**src/rtl/fpm_pkg.sv**
```systemverilog
// Shared constants, entry type and IEEE-754 classification helpers for the FPM result stage.
package fpm_pkg;

    localparam logic [31:0] QNAN    = 32'h7FC0_0000;
    localparam logic [7:0]  EXP_MAX = 8'hFF;

    localparam int NV = 3;
    localparam int OF = 2;
    localparam int UF = 1;
    localparam int ZR = 0;

    typedef struct packed {
        logic [31:0] m;
        logic [3:0]  flags;
    } fpm_entry_t;

    function automatic logic is_nan(input logic [31:0] x);
        return (x[30:23] == EXP_MAX) && (x[22:0] != 23'h0);
    endfunction

    function automatic logic is_inf(input logic [31:0] x);
        return (x[30:23] == EXP_MAX) && (x[22:0] == 23'h0);
    endfunction

    // Denormals are flushed, so any zero exponent counts as zero.
    function automatic logic is_zero(input logic [31:0] x);
        return x[30:23] == 8'h00;
    endfunction

endpackage

```
**src/rtl/fpm_result_stage_if.sv**
```systemverilog
// Valid/ready bundle carrying FPM results into the stage and fixed-up products out of it.
interface fpm_result_stage_if;

    logic        in_valid;
    logic        in_ready;
    logic [31:0] in_a;
    logic [31:0] in_b;
    logic [31:0] in_m;
    logic        in_underflow;
    logic        in_overflow;

    logic        out_valid;
    logic        out_ready;
    logic [31:0] out_m;
    logic [3:0]  out_flags;

    modport master (
        output in_valid, in_a, in_b, in_m, in_underflow, in_overflow, out_ready,
        input  in_ready, out_valid, out_m, out_flags
    );

    modport slave (
        input  in_valid, in_a, in_b, in_m, in_underflow, in_overflow, out_ready,
        output in_ready, out_valid, out_m, out_flags
    );

endinterface

```
**src/rtl/fpm_result_fifo.sv**
```systemverilog
// DEPTH x WIDTH first-word-fall-through FIFO with occupancy count; head reads as zero when empty.
module fpm_result_fifo #(
    parameter int DEPTH = 2,
    parameter int WIDTH = 36,
    localparam int AW   = (DEPTH > 1) ? $clog2(DEPTH) : 1
) (
    input  logic             clk,
    input  logic             rst_n,
    input  logic             wr_en,
    input  logic [WIDTH-1:0] wr_data,
    input  logic             rd_en,
    output logic [WIDTH-1:0] rd_data,
    output logic [AW:0]      count,
    output logic             full,
    output logic             empty
);

    logic [WIDTH-1:0] mem_reg [DEPTH];
    logic [AW-1:0]    wr_ptr_reg, wr_ptr_next;
    logic [AW-1:0]    rd_ptr_reg, rd_ptr_next;
    logic [AW:0]      count_reg, count_next;
    logic             do_wr, do_rd;

    assign full  = (count_reg == (AW+1)'(DEPTH));
    assign empty = (count_reg == '0);
    assign count = count_reg;

    assign do_wr = wr_en && !full;
    assign do_rd = rd_en && !empty;

    // DEPTH is a power of two, so plain increment wraps the pointers.
    always_comb begin
        wr_ptr_next = wr_ptr_reg;
        rd_ptr_next = rd_ptr_reg;
        count_next  = count_reg;
        if (do_wr) wr_ptr_next = wr_ptr_reg + 1'b1;
        if (do_rd) rd_ptr_next = rd_ptr_reg + 1'b1;
        if (do_wr && !do_rd)      count_next = count_reg + 1'b1;
        else if (do_rd && !do_wr) count_next = count_reg - 1'b1;
    end

    always_ff @(posedge clk or negedge rst_n) begin
        if (!rst_n) begin
            wr_ptr_reg <= '0;
            rd_ptr_reg <= '0;
            count_reg  <= '0;
        end else begin
            wr_ptr_reg <= wr_ptr_next;
            rd_ptr_reg <= rd_ptr_next;
            count_reg  <= count_next;
        end
    end

    always_ff @(posedge clk) begin
        if (do_wr) mem_reg[wr_ptr_reg] <= wr_data;
    end

    assign rd_data = empty ? '0 : mem_reg[rd_ptr_reg];

endmodule

```
**src/rtl/fpm_result_stage.sv**
```systemverilog
// Fixes up IEEE-754 special cases on FPM products, buffers them and keeps sticky flags.
// Optional event counters of_cnt/uf_cnt are built when FPM_EVENT_CNT_EN is defined.
module fpm_result_stage
    import fpm_pkg::*;
#(
    parameter int DEPTH = 2,
    parameter int CNT_W = 16
) (
    input  logic               clk,
    input  logic               rst_n,
    fpm_result_stage_if.slave  bus,
    input  logic               flag_clr,
    output logic [3:0]         sticky_flags
`ifdef FPM_EVENT_CNT_EN
   ,output logic [CNT_W-1:0]   of_cnt,
    output logic [CNT_W-1:0]   uf_cnt
`endif
);

    localparam int AW = (DEPTH > 1) ? $clog2(DEPTH) : 1;

    logic        sign;
    logic [31:0] fix_m;
    logic [3:0]  fix_flags;
    logic        accept;
    logic        fifo_full, fifo_empty;
    logic [AW:0] fifo_count;
    fpm_entry_t  wr_entry, head;
    logic [3:0]  sticky_reg, sticky_next;

    assign sign = bus.in_a[31] ^ bus.in_b[31];

    // Priority order matters: NaN/0*inf beats inf, which beats zero, before FPM flags.
    always_comb begin
        fix_m     = bus.in_m;
        fix_flags = 4'b0000;
        if (is_nan(bus.in_a) || is_nan(bus.in_b) ||
            (is_zero(bus.in_a) && is_inf(bus.in_b)) ||
            (is_inf(bus.in_a) && is_zero(bus.in_b))) begin
            fix_m         = QNAN;
            fix_flags[NV] = 1'b1;
        end else if (is_inf(bus.in_a) || is_inf(bus.in_b)) begin
            fix_m = {sign, EXP_MAX, 23'h0};
        end else if (is_zero(bus.in_a) || is_zero(bus.in_b)) begin
            fix_m         = {sign, 31'h0};
            fix_flags[ZR] = 1'b1;
        end else if (bus.in_overflow || (bus.in_m[30:23] == EXP_MAX)) begin
            fix_m         = {sign, EXP_MAX, 23'h0};
            fix_flags[OF] = 1'b1;
        end else if (bus.in_underflow) begin
            fix_m         = {sign, 31'h0};
            fix_flags[UF] = 1'b1;
            fix_flags[ZR] = 1'b1;
        end
    end

    assign wr_entry.m     = fix_m;
    assign wr_entry.flags = fix_flags;

    assign bus.in_ready = !fifo_full;
    assign accept       = bus.in_valid && !fifo_full;

    fpm_result_fifo #(
        .DEPTH (DEPTH),
        .WIDTH ($bits(fpm_entry_t))
    ) u_fifo (
        .clk     (clk),
        .rst_n   (rst_n),
        .wr_en   (accept),
        .wr_data (wr_entry),
        .rd_en   (bus.out_ready),
        .rd_data (head),
        .count   (fifo_count),
        .full    (fifo_full),
        .empty   (fifo_empty)
    );

    assign bus.out_valid = (fifo_count != '0) && !fifo_empty;
    assign bus.out_m     = head.m;
    assign bus.out_flags = head.flags;

    // A clear coinciding with an accepted entry keeps only that entry's flags.
    always_comb begin
        sticky_next = sticky_reg;
        if (flag_clr)    sticky_next = accept ? fix_flags : 4'b0000;
        else if (accept) sticky_next = sticky_reg | fix_flags;
    end

    always_ff @(posedge clk or negedge rst_n) begin
        if (!rst_n) sticky_reg <= 4'b0000;
        else        sticky_reg <= sticky_next;
    end

    assign sticky_flags = sticky_reg;

`ifdef FPM_EVENT_CNT_EN
    logic [CNT_W-1:0] cnt_reg [2];

    generate
        for (genvar gi = 0; gi < 2; gi++) begin : g_evt_cnt
            localparam int FLAG_BIT = (gi == 0) ? OF : UF;
            always_ff @(posedge clk or negedge rst_n) begin
                if (!rst_n)
                    cnt_reg[gi] <= '0;
                else if (flag_clr)
                    cnt_reg[gi] <= '0;
                else if (accept && fix_flags[FLAG_BIT] && (cnt_reg[gi] != '1))
                    cnt_reg[gi] <= cnt_reg[gi] + 1'b1;
            end
        end
    endgenerate

    assign of_cnt = cnt_reg[0];
    assign uf_cnt = cnt_reg[1];
`endif

endmodule

```
**src/flat_wrapper.sv**
```systemverilog
// flat-port wrapper written by rule: the top's interface ports become plain ports
module fpm_result_stage_flat import fpm_pkg::*;
#(
    parameter int DEPTH = 2,
    parameter int CNT_W = 16
)
  (clk, rst_n, flag_clr, sticky_flags, bus_in_valid, bus_in_a, bus_in_b, bus_in_m, bus_in_underflow, bus_in_overflow, bus_out_ready, bus_in_ready, bus_out_valid, bus_out_m, bus_out_flags);
  fpm_result_stage_if bus_i ();
  input  logic clk;
  input  logic rst_n;
  input  logic flag_clr;
  output logic [3:0] sticky_flags;
  input wire logic [$bits(bus_i.in_valid)-1:0] bus_in_valid;
  input wire logic [$bits(bus_i.in_a)-1:0] bus_in_a;
  input wire logic [$bits(bus_i.in_b)-1:0] bus_in_b;
  input wire logic [$bits(bus_i.in_m)-1:0] bus_in_m;
  input wire logic [$bits(bus_i.in_underflow)-1:0] bus_in_underflow;
  input wire logic [$bits(bus_i.in_overflow)-1:0] bus_in_overflow;
  input wire logic [$bits(bus_i.out_ready)-1:0] bus_out_ready;
  output wire logic [$bits(bus_i.in_ready)-1:0] bus_in_ready;
  output wire logic [$bits(bus_i.out_valid)-1:0] bus_out_valid;
  output wire logic [$bits(bus_i.out_m)-1:0] bus_out_m;
  output wire logic [$bits(bus_i.out_flags)-1:0] bus_out_flags;
  assign bus_i.in_valid = bus_in_valid;
  assign bus_i.in_a = bus_in_a;
  assign bus_i.in_b = bus_in_b;
  assign bus_i.in_m = bus_in_m;
  assign bus_i.in_underflow = bus_in_underflow;
  assign bus_i.in_overflow = bus_in_overflow;
  assign bus_i.out_ready = bus_out_ready;
  assign bus_in_ready = bus_i.in_ready;
  assign bus_out_valid = bus_i.out_valid;
  assign bus_out_m = bus_i.out_m;
  assign bus_out_flags = bus_i.out_flags;
  fpm_result_stage #(.DEPTH(DEPTH), .CNT_W(CNT_W)) u_core (.clk(clk), .rst_n(rst_n), .bus(bus_i), .flag_clr(flag_clr), .sticky_flags(sticky_flags));
endmodule
```
**config.mk**
```make
export PLATFORM = sky130hd
export DESIGN_NAME = fpm_result_stage_flat
export DESIGN_NICKNAME = d
export VERILOG_FILES = /design/src/rtl/fpm_pkg.sv /design/src/rtl/fpm_result_stage_if.sv /design/src/rtl/fpm_result_fifo.sv /design/src/rtl/fpm_result_stage.sv /design/src/flat_wrapper.sv
export SDC_FILE = /design/constraint.sdc
export NUM_CORES = 1
export LEC_CHECK = 0
export CORE_ASPECT_RATIO = 0.8
export CORE_UTILIZATION = 40
export CTS_CLUSTER_SIZE = 28
export DETAILED_ROUTE_END_ITERATION = 10
export GPL_TIMING_DRIVEN = 0
export PLACE_DENSITY = 0.77
export SLEW_MARGIN = 20
export SYNTH_ARGS = -nofsm -noshare
export SYNTH_HDL_FRONTEND = slang
export SYNTH_SLANG_ARGS = --single-unit
```
**constraint.sdc**
```tcl
create_clock -name clk -period 2.7 [get_ports clk]
set_clock_uncertainty 0.15 [all_clocks]
set_input_delay 0.405 -clock clk [delete_from_list [all_inputs] [get_ports clk]]
set_output_delay 0.405 -clock clk [all_outputs]
set_load 0.01 [all_outputs]
```
After elaboration in Yosys (flattened, before gate mapping)
Memories as Yosys holds them, arrays and structs flattened.
Index checks and enable logic that the tools add are counted.

word-level totals
  flip-flop bits (word level) = 8
  RAM bits = 72
  input bits = 103
  output and inout bits = 42
  logic and storage cells = 68
  memories kept = 1

cells by class
  add/subtract/negate cells = 4
  equal/unequal tests = 4
  multiplexer cells = 21
  bitwise logic cells = 2
  reductions and logical operators = 32

memories
  name                   depth  bits a word  rd ports  clocked after Yosys merged registers in  write ports  line                   text
  u_core.u_fifo.mem_reg  2      36           1         0                                        1            fpm_result_fifo.sv:18  logic [WIDTH-1:0] mem_reg [DEPTH];

operator list
  cell                   count
  $mux W32               5
  $logic_not A23 Y1      2
  $reduce_bool A23 Y1    2
  $mux W36               1
  $eq A8 B8 Y1 const B   3
  $logic_not A8 Y1       2
  $logic_and A1 B1 Y1    12
  $mux W4                3
  $mux W2                5
  $logic_or A1 B1 Y1     6
  $mux W3                2
  $reduce_bool A2 Y1     3
  $mux W1                5
  $logic_not A1 Y1       4
  $or A4 B4 Y4           1
  $add A1 B1 Y1 const B  2
  $add A2 B1 Y2 const B  1
  $eq A2 B2 Y1 const B   1
  $logic_not A2 Y1       1
  $sub A2 B1 Y2 const B  1
  $xor A1 B1 Y1          1

Depth between registers and ports, before layout
  word-level depth = 9
  mapped depth = 7
  depth with buffers taken out = 7

By module
A second synthesis with hierarchy kept.

unflattened totals
  cell total of the unflattened synthesis = 305
  area total of the unflattened synthesis = 3,870.0 um^2

by module, submodules not included
  module            times used  cells an instance  area each (um^2)  seq. area each (um^2)
  fpm_result_fifo   1           170                2,917.8           2,262.2
  fpm_result_stage  1           135                952.2             100.1

Worst setup path before layout
No wires, ideal clock.

  path type = register to register
  start = register u_core.u_fifo.count_reg[0] (netlist: u_core.u_fifo.count[0])
  end = memory u_core.u_fifo.mem_reg[0][0], enable pin
  arrival time = 2.259 ns
  required time = 2.121 ns
  slack = -0.139 ns
  stages on the path, launching flop included = 4
  path buffers = 0
  period minus slack after synthesis = 2.839 ns
  cell sequence = dfrtp_1 -> nand2b_1 -> nand2_1 -> nor2_1

on the way
  word-level cells in the longest chain between the ends = 6

RTL lines
  element                            line                    text
  from (decl)                        fpm_result_fifo.sv:21   logic [AW:0] count_reg, count_next;
  from (signal assigned)             fpm_result_fifo.sv:50   count_reg <= count_next;
  $eq A2 B2 Y1 (*)                   fpm_result_fifo.sv:24   assign full = (count_reg == (AW+1)'(DEPTH));
  $logic_not A1 Y1 (*)               n/a
  via bus_in_ready                   flat_wrapper.sv:20      output wire logic [$bits(bus_i.in_ready)-1:0] bus_in_ready;
  $logic_and A1 B1 Y1                fpm_result_stage.sv:61  assign accept = bus.in_valid && !fifo_full;
  $logic_and A1 B1 Y1 (*)            fpm_result_fifo.sv:28   assign do_wr = wr_en && !full;
  $mux W1 (*)                        fpm_result_fifo.sv:55   if (do_wr) mem_reg[wr_ptr_reg] <= wr_data;
  $mux W1 (implied by the code) (*)  fpm_result_fifo.sv:55
  to (decl)                          fpm_result_fifo.sv:18

Mark *: on every way through the listed nets, which the timed path passes. The rest lies on a longest branch.

Worst setup path in the final report
  start = register u_core.u_fifo.rd_ptr_reg
  end = output bus_out_m[16]

on the way
  word-level cells in the longest chain between the ends = 2

RTL lines
  element                 line                   text
  from (decl)             fpm_result_fifo.sv:20  logic [AW-1:0] rd_ptr_reg, rd_ptr_next;
  from (signal assigned)  fpm_result_fifo.sv:49  rd_ptr_reg <= rd_ptr_next;
  $mem_v2 Z2 W36          n/a
  $mux W36                fpm_result_fifo.sv:58  assign rd_data = empty ? '0 : mem_reg[rd_ptr_reg];
  to (decl)               flat_wrapper.sv:22     output wire logic [$bits(bus_i.out_m)-1:0] bus_out_m;

Every way passes these cells.

==> key figures <==
Power and ir drop
  • Power share of the sequential group: 34.0%
  • Pwr Density: 919 nW/µm²
  • Cell internal pwr: 0.00380 W
  • Clk pwr share: 27.0%
  • Leakage power total: 2.26 nW
  • Combinational share of power: 39.0%
  • Psw: 0.00156 W
  • Peak supply drop: 432 µV
  • Sw Ratio: 29.1%

STA
  • Relative slew slack: 57.2%
  • Setup WS post-layout: 0.137 ns
  • Setup TNS: 0 ns
  • Max Slew Vio Count: 0
  • Worst Tran Pin Value: 0.640 ns
  • Endpoints failing setup: 0
  • Final Critical Period: 2.56 ns
  • RSZ-0062 raised after global routing: no
  • Fmax: 390 MHz
  • Final hold vios: 0
  • Hold WS: 0.222 ns
  • Final Cycle Share: 94.9%

Clocking
  • Root Driver: clkbuf_16
  • Clock Path Buffers: 2
  • Postcts setup bufs: 0
  • H-tree levels: 3
  • CTS tree: built
  • Worst skew pair latency: 0.32 ns
  • TritonCTS buffer count: 9
  • Clock slew at reported path FFs: 0.06 ns
  • Clock sinks: 80

Worst setup path
  • RR Startpoint: u_core.u_fifo.count[0]$_DFFE_PN0P_
  • Worst Setup Start Kind: register
  • Top delay family on crit path: buffers and inverters
  • FF-to-FF End: u_core.u_fifo.mem_reg[0][24]$_DFFE_PP_
  • Max incr delay on CP: 0.55 ns
  • Worst-case reg-to-reg path depth: 4
  • Arr. time, crit path: 2.01 ns
  • Critical-path cell list: buf_2, mux2i_1, nor2_1, clkdlybuf4s50_1
  • WP data required: 2.14 ns
  • R2R setup slack: 0.63 ns
  • Worst Path Buf+Inv: 2
  • Crit path max-delay cell type: clkdlybuf4s50_1
  • Critical Path Fanout Max: 10
  • Critical path class: register to output pin
  • Critical Path End Type: output pin

Floorplan
  • CORE AREA: 9150 µm²
  • Starting Density: 41.7%
  • Die X: 111 µm
  • Die ar.: 9940 µm²
  • Die height: 89.4 µm
  • Num rows: 31
  • # IOs: 145

Synth
  • Yosys reg bits: 80
  • Seq/Total Area, Yosys: 61.9%
  • Compound-gate portion of the synthesized area: 3.87%
  • Mapped cell area: 3820 µm²
  • Mux cell area share after synthesis: 9.44%
  • Cell variety after synth: 33
  • Synth Area in XOR/XNOR: 1.38%
  • Synth Area in Simple Gates: 17.8%
  • Syn avg cell area: 12.7 µm²
  • Area share of fa/ha/maj cells after synthesis: 0.328%
  • Ys Warns: 0
  • Syn nets: 404
  • Largest family of logic cells by synthesized area: simple AND/OR/NAND/NOR gates
  • Synth Instances: 300

Run
  • Max cap viols: 0

Global routing
  • First-pass GRT wire length: 14100 µm
  • Remaining Overflow, GRT: 0
  • Pin count of the biggest net entering global routing: 20
  • Initial antenna violation count: 0
  • Vias in the first global route: 2975
  • Total Routing Usage GR: 18.6%

Status
  • Failing checks: design-rule violations
  • Status: finished with violations

Route
  • Post-route ant nets: 0
  • Final wirelength: 9070 µm
  • Drt wl/cell: 15.8 µm
  • Starting DRT DRC Count: 126
  • Vias per inst: 5.04
  • # DRC: 10
  • Via Count: 2893
  • 1st-pass router iterations: 9

Cells and area
  • Synthesis-to-finish area growth: 52.7%
  • Max reg flops: 72
  • Diodes inserted: 0
  • Seq. cell area: 2360 µm²
  • Area of the multi-input gates: 1270 µm²
  • Final Instance Count excl. Fillers: 574
  • Share of cells above drive strength 1: 13.5%
  • Final core occ: 63.7%
  • Filler cells: 725
  • Final Net Count: 559

Placement
  • Placed insts: 560
  • Gpl congestion: 0.799
  • Port bufs: 143
  • Pre-CTS setup slack: -0.0320 ns
  • DP HPWL: 6880 µm

Min path
  • Hold Path Class: input pin to asynchronous set/reset pin
[stage by stage]
step | instance area (µm²) | total power [W]
finish | 5830 | 0.00535
detailed placement | 5460 | 0.00394
CTS | 5820 | 0.00540
floorplan | 3820 | 0.00280
global route | 5830 | 0.00561
global placement | 5390 | 0.00383
[how the worst max path moves through the flow]
stage	depth (start not counted)	from	to
after floorplan	3	u_core.u_fifo.count[0]$_DFFE_PN0P_	u_core.u_fifo.mem_reg[0][0]$_DFFE_PP_
after detailed placement	7	bus_in_a[28]	u_core.u_fifo.mem_reg[1][16]$_DFFE_PP_
after CTS	4	u_core.u_fifo.count[1]$_DFFE_PN0P_	bus_out_m[6]
after global routing	4	u_core.u_fifo.rd_ptr_reg$_DFFE_PN0P_	bus_out_m[14]
final	4	u_core.u_fifo.rd_ptr_reg$_DFFE_PN0P_	bus_out_m[16]
after global placement	3	bus_in_valid	u_core.u_fifo.mem_reg[0][24]$_DFFE_PP_
[synth_stat cells (all sizes together)]
cell type | number | area (µm²)
nand4 | 6 | 37.5
clkbuf | 5 | 18.8
or4b | 1 | 10.0
o22ai | 1 | 20.0
a21oi | 1 | 16.3
nor2 | 53 | 204
o21ai | 8 | 40.0
xnor2 | 4 | 35.0
nand2b | 2 | 12.5
and2 | 2 | 12.5
and4 | 2 | 22.5
nand2 | 6 | 22.5
a221oi | 1 | 15.0
edfxtp | 72 | 2160
buf | 9 | 76.3
o21bai | 1 | 11.3
a211o | 1 | 10.0
dfrtp | 8 | 200
a22o | 2 | 17.5
or2 | 2 | 12.5
nor3 | 28 | 241
inv | 28 | 105
or4 | 4 | 30.0
o32ai | 2 | 17.5
nor4 | 11 | 68.8
mux2i | 36 | 360
xor2 | 2 | 17.5
ha | 1 | 12.5
and3 | 1 | 6.26
[layout by cell type, fill, tap and decap left out, types with 3 or more instances in the layout]
| master | instances |
|---|---|
| clkdlybuf4s50_1 | 143 |
| edfxtp_1 | 72 |
| nor2_1 | 49 |
| mux2i_1 | 36 |
| inv_1 | 28 |
| nor3_2 | 18 |
| nor4_1 | 11 |
| nor3_1 | 9 |
| clkbuf_16 | 9 |
| o21ai_0 | 8 |
| dfrtp_1 | 7 |
| nand4_1 | 6 |
| nand2_1 | 6 |
| buf_6 | 5 |
| or4_1 | 4 |
| xnor2_1 | 4 |
| bufinv_16 | 4 |
| clkbuf_2 | 3 |
[worst register-to-register path, stage by stage, from the launching register on]
cell and delay (ns):
dfrtp_1 0.45, nand2b_1 0.20, nand2_1 0.18, nor2_4 0.54, buf_16 0.25
[metal layers]
metal / GRT usage [%] / wire length (µm) / vias up
li1: - / - / 1398
met1: 20.4 / 3540 / 1376
met2: 36.8 / 4920 / 113
met3: 3.66 / 529 / 6
met4: 6.27 / 85 / 0
met5: 0 / 0 / -
[cell families after synthesis]
| kind of cell | Yosys count |
|---|---|
| and+or+nand+nor | 118 |
| xor gates and xnor gates | 6 |
| muxes | 36 |
| adders and majority gates | 1 |
| buffers and inverters | 42 |
| AOI/OAI and AO/OA | 17 |
| DFF | 80 |
[power groups by stage]
stage	sequential (W)	combinational, W	clock, W
2_1_floorplan	0.00179	0.00100	0
6_report	0.00182	0.00209	0.00145
3_3_place_gp	0.00180	0.00203	0
4_1_cts	0.00182	0.00211	0.00146
5_1_grt	0.00185	0.00225	0.00151
3_5_place_dp	0.00181	0.00213	0
[final cells by class]
type	instances	area share (%)
Clock buffer	10	3.93
Timing Repair Buffer	145	25.5
Clock inverter	5	2.21
Multi-Input combinational cell	178	21.8
Inverter	28	1.80
Buffer	13	1.72
Tap cell	115	2.47
Sequential cell	80	40.6
[repair_timing]
| action | CTS | global route |
|---|---|---|
| gates resized for setup | 5 | 4 |
| hold buffers | 0 | 0 |
| pin swaps | 0 | 0 |
| endpoints found under the setup margin | 30 | 11 |
No activity file was read; power rests on OpenSTA's default activity.
